### config.mk
export PLATFORM = sky130hd
export DESIGN_NAME = dmem_responder
export DESIGN_NICKNAME = d
export VERILOG_FILES = /design/src/rtl/dmem_responder.sv
export SDC_FILE = /design/constraint.sdc
export NUM_CORES = 2
export LEC_CHECK = 0
export ABC_AREA = 0
export BUFFER_PORTS_ARGS = -buffer_cell sky130_fd_sc_hd__buf_2
export CAP_MARGIN = 10
export CORE_AREA = 2 2 308 539
export DETAILED_ROUTE_END_ITERATION = 16
export DIE_AREA = 0 0 310 541
export PLACE_DENSITY = 0.77
export SLEW_MARGIN = 0
export SYNTH_ARGS = -nofsm -noshare
export SYNTH_HDL_FRONTEND = slang
export SYNTH_SLANG_ARGS = --single-unit
### constraint.sdc
create_clock -name clk -period 6.9 [get_ports clk]
set_input_delay 1.38 -clock clk [delete_from_list [all_inputs] [get_ports clk]]
set_output_delay 1.38 -clock clk [all_outputs]
set_load 0.05 [all_outputs]
### src/rtl/dmem_responder.sv
// dmem_responder: multi-cycle data memory with stall/ready handshake (ports: clk, rst_n, memread, memwrite, addr, wdata -> rdata, ready, stall, err)
module dmem_responder #(
  parameter int ADDR_W = 6,
  parameter int WAIT_CYC = 2
) (
  input  logic        clk,
  input  logic        rst_n,
  input  logic        memread,
  input  logic        memwrite,
  input  logic [31:0] addr,
  input  logic [31:0] wdata,
  output logic [31:0] rdata,
  output logic        ready,
  output logic        stall,
  output logic        err
);
  typedef enum logic [1:0] {IDLE, WAIT, RESP} state_t;
  localparam logic [3:0] CNT_INIT = 4'(WAIT_CYC == 0 ? 0 : WAIT_CYC - 1);
  state_t r_state, w_next;
  logic [3:0] r_cnt, w_cnt_next;
  logic [ADDR_W-1:0] r_idx, w_idx;
  logic [31:0] r_wdata, w_wdata, r_rdata;
  logic [31:0] r_mem [2**ADDR_W];
  logic r_rd, r_wr, r_err, w_rd, w_wr, w_err, w_req, w_idle, w_accept, w_go;
  logic w_unused;
  assign w_unused = &{1'b0, addr[31:ADDR_W+2]};
  assign w_req = memread | memwrite;
  assign w_idle = r_state == IDLE;
  assign w_accept = w_idle & w_req;
  // With WAIT_CYC=0 the array is accessed on the acceptance edge, so use live inputs in IDLE
  assign w_idx = w_idle ? addr[ADDR_W+1:2] : r_idx;
  assign w_wdata = w_idle ? wdata : r_wdata;
  assign w_rd = w_idle ? memread : r_rd;
  assign w_wr = w_idle ? memwrite : r_wr;
  assign w_err = w_idle ? (addr[1:0] != 2'b00 || (memread && memwrite)) : r_err;
  assign w_go = (w_accept && WAIT_CYC == 0) || (r_state == WAIT && r_cnt == 4'd0);
  assign stall = w_accept | (r_state == WAIT);
  assign ready = r_state == RESP;
  assign err = ready & r_err;
  assign rdata = r_rdata;
  always_comb begin
    w_next = r_state;
    case (r_state)
      IDLE: if (w_accept) w_next = WAIT_CYC == 0 ? RESP : WAIT;
      WAIT: if (r_cnt == 4'd0) w_next = RESP;
      default: w_next = IDLE;
    endcase
    w_cnt_next = w_accept ? CNT_INIT : (r_state == WAIT && r_cnt != 4'd0) ? r_cnt - 4'd1 : r_cnt;
  end
  always_ff @(posedge clk or negedge rst_n)
    if (!rst_n) begin
      r_state <= IDLE;
      r_cnt <= '0;
      r_idx <= '0;
      r_wdata <= '0;
      r_rd <= 1'b0;
      r_wr <= 1'b0;
      r_err <= 1'b0;
      r_rdata <= '0;
    end else begin
      r_state <= w_next;
      r_cnt <= w_cnt_next;
      if (w_accept) begin
        r_idx <= addr[ADDR_W+1:2];
        r_wdata <= wdata;
        r_rd <= memread;
        r_wr <= memwrite;
        r_err <= addr[1:0] != 2'b00 || (memread && memwrite);
      end
      if (w_go) r_rdata <= (w_rd && !w_err) ? r_mem[w_idx] : '0;
    end
  always_ff @(posedge clk or negedge rst_n)
    if (!rst_n) begin
      for (int i = 0; i < 2**ADDR_W; i++) r_mem[i] <= '0;
    end else if (w_go && w_wr && !w_err) begin
      r_mem[w_idx] <= w_wdata;
    end
endmodule

==> results.md <==
* TritonCTS buffer count at 185
* Grt ovf at 0
* Comb pwr share at 39.8%
* Top-area cell type share of the netlist area at 59.4%
* # IOs at 103
* Distinct cells, synth at 85
* IO Port Bufs at 78
* Die width at 310 µm
* # hold bufs at CTS at 0
* WP data required at 7.62 ns
* #FFs+latches synth at 2127
* EDFF count, synth at 0
* Critical path's top delay family: compound AO/OA/AOI/OAI gates
* Fin crit share at 74.1%
* GP Congestion at 0.956
* Routed len/inst at 29.1 µm
* Capture point of the worst reg-to-reg path: rdata[13]
* Buf/Inv on CP at 1
* Compound-Gate Fraction of Synth Area at 20.9%
* Slew Viols, Final at 0
* Xor/xnor share of the synthesized area at 0.0196%
* Largest stage delay on the critical path at 1.02 ns
* Clk buf depth at 4
* Slew headroom at 12.0%
* F_max at 0.196 GHz
* GR Util All Layers at 40.0%
* Initial core utilization at 54.7%
* Setup TNS at 0 ns
* Reg clk slew, reported paths at 0.07 ns
* DR vias/cell at 6.74
* Leak at 45.4 nW
* Syn_nets at 9671
* Startpoint types: flop
* Largest family of logic cells by synthesized area: compound AO/OA/AOI/OAI gates
* Final HPWL DP at 195 mm
* First-pass GRT wire length at 489 mm
* WP depth at 8
* Switch Pwr at 0.0179 W
* Outcome: complete, no violations
* Area of the mapped netlist at 89500 µm²
* Min Tclk post-route at 5.11 ns
* Max-Cap Viols at 0
* 1st-iter DRT viols at 11800
* Switching Share at 42.8%
* CP most frequent cell: o41ai_1
* Sequential share of the synthesized area at 59.4%
* Layout cell share with drive strength beyond 1 at 8.49%
* Drt total wl at 337 mm
* Layout Skew at 0.0491 ns
* Largest net degree at the start of global routing at 194
* Commonest cells in the netlist: dfrtp_1, a21oi_1, nor2_1
* Maximum vdd drop at 0.000565 V
* Clk Latency, worst-skew pair at 0.88 ns
* Min-Delay Path Class: in -> async
* Synth Instances at 9601
* Commonest register cell after synthesis: dfrtp_1
* Via count at 78100
* Postcts setup bufs at 0
* Vias in the first global route at 75400
* RSZ-0062 raised after global routing: no
* Async SR Flop Fraction at 100%
* R2R depth at 8
* Crit path max-delay cell type: dfrtp_1
* Power per cell area at 425 nW/µm²
* Fin. Hold Viols at 0
* Syn avg cell area at 9.33 µm²
* Antenna violations before repair at 15
* Final core utilization at 60.2%
* Power share of the clock group at 25.7%
* CTS tree: yes
* CORE AREA at 164000 µm²
* Flop pwr share at 34.5%
* Die Area at 168000 µm²
* Nets at 9329
* P&R area growth vs syn at 10.1%
* DRT Pass-1 Iters at 7
* DRC errors left at 0
* Clock root cell: clkbuf_16
* Worst Tran Pin Value at 1.32 ns
* Setup CP Type: reg -> reg
* Worst r2r src: r_state[1]
* H-tree levels at 4
* Row cnt at 197
* Mux cell area share after synthesis at 0.892%
* Pint at 0.0240 W
* Final setup viols at 0
* Cells along the critical path: or3b_1, nor3b_2, nor2_4, buf_4, o22ai_1, o41ai_1, o2111ai_1, o41ai_1
* PostCTS Resize Cnt at 0
* Post-DRT Antenna Nets at 0
* Simple-Gate Fraction of Synth Area at 14.3%
* Post-synthesis adder-cell area fraction at 0.0279%
* Top cells by area, synth: dfrtp_1, a21oi_1, nor2_1, nand2_1, o22ai_1
* CTS sink cnt at 2127
* Critical path peak fanout at 22
* Crit path DAT at 5.83 ns
* Warnings from Yosys at 0
* Area leader, netlist: dfrtp_1
* Crit. End Element: flop
* Die Y-Extent at 541 µm
* Top-count cell post-synth: dfrtp_1
* Worst R2R Setup Slack at 1.79 ns
placed cells by master, fill, tap and decap left out, types with 21 or more instances in the layout:
master	n
dfrtp_1	2127
a21oi_1	1635
nor2_1	1620
nand2_1	1281
o22ai_1	534
o21ai_0	525
a31oi_1	220
buf_4	218
clkbuf_16	188
buf_2	77
nand3_1	68
o22a_1	62
o221ai_1	58
buf_12	56
nor2_4	54
nor3_1	43
mux2i_1	41
clkbuf_8	39
and3_1	37
a32o_1	36
clkbuf_1	33
mux2i_4	32
clkinv_2	32
o41ai_1	26
or4_1	21
o31ai_1	21
o31a_1	21
power by group through the flow:
stage,Clock (W),Sequential (W),Combinational (W)
after floorplan,0,0.0146,0.00913
after global placement,0,0.0146,0.0156
after detailed placement,0,0.0147,0.0158
after CTS,0.0108,0.0144,0.0159
after global routing,0.0112,0.0146,0.0170
final,0.0108,0.0145,0.0167
metal layers:
metal / GRT usage (%) / part of all wire, %
met1: 48.2 / 33
met2: 60.3 / 44
met3: 9.84 / 12
met4: 33.4 / 10
met5: 0.530 / 0.066
worst reg2reg max path: cells and delay by family (launching register included):
kind                   cells  cell delay (ns)
AO/OA/AOI/OAI              4             1.76
flip-flops                 1             1.02
buffers and inverters      1             0.54
AND/OR/NAND/NOR            3             1.68
cell type report:
class / instances / area (µm²)
well taps: 2189 / 2740
clock buffers: 260 / 5370
inverters: 5 / 18.8
repair buffers: 353 / 3170
multi-input cells: 6587 / 33300
flip-flops and latches: 2127 / 53200
diodes: 6 / 15.0
clock inverters: 59 / 759
fillers: 13300 / 65100
flip-flops by register name, indices dropped and copies added (netlist names):
signal,count
r_idx,6
rdata,32
r_err,1
r_mem,2048
r_state,2
r_rd,1
r_wr,1
r_cnt,4
r_wdata,32
how the worst max path moves through the flow:
stage	startpoint	to
floorplan	memwrite	stall
global placement	addr[2]	rdata[1]
detailed placement	addr[2]	rdata[13]
CTS	r_state[1]	rdata[2]
global route	r_state[0]	rdata[2]
finish	r_state[1]	rdata[13]
per-stage QoR:
step | std cells | hold WS (ns) | worst slack, ns | total power (W) | instance area, µm²
finish | 11600 | 0.447 | 1.79 | 0.0419 | 98600
global route | 11600 | 0.497 | 1.85 | 0.0428 | 98500
CTS | 11600 | 0.482 | 2.08 | 0.0411 | 98500
detailed placement | 11300 | 0.467 | 1.54 | 0.0305 | 92400
global placement | 11300 | 0.455 | 1.60 | 0.0302 | 92400
floorplan | 9601 | 0.444 | 3.23 | 0.0237 | 89500
cells by family after synthesis:
family | Yosys count
compound gates | 3271
xor+xnor | 2
fa+ha+maj | 2
buf+inv | 887
flops | 2127
mux | 79
simple gates | 3233
(Power assumes the default switching activity.)
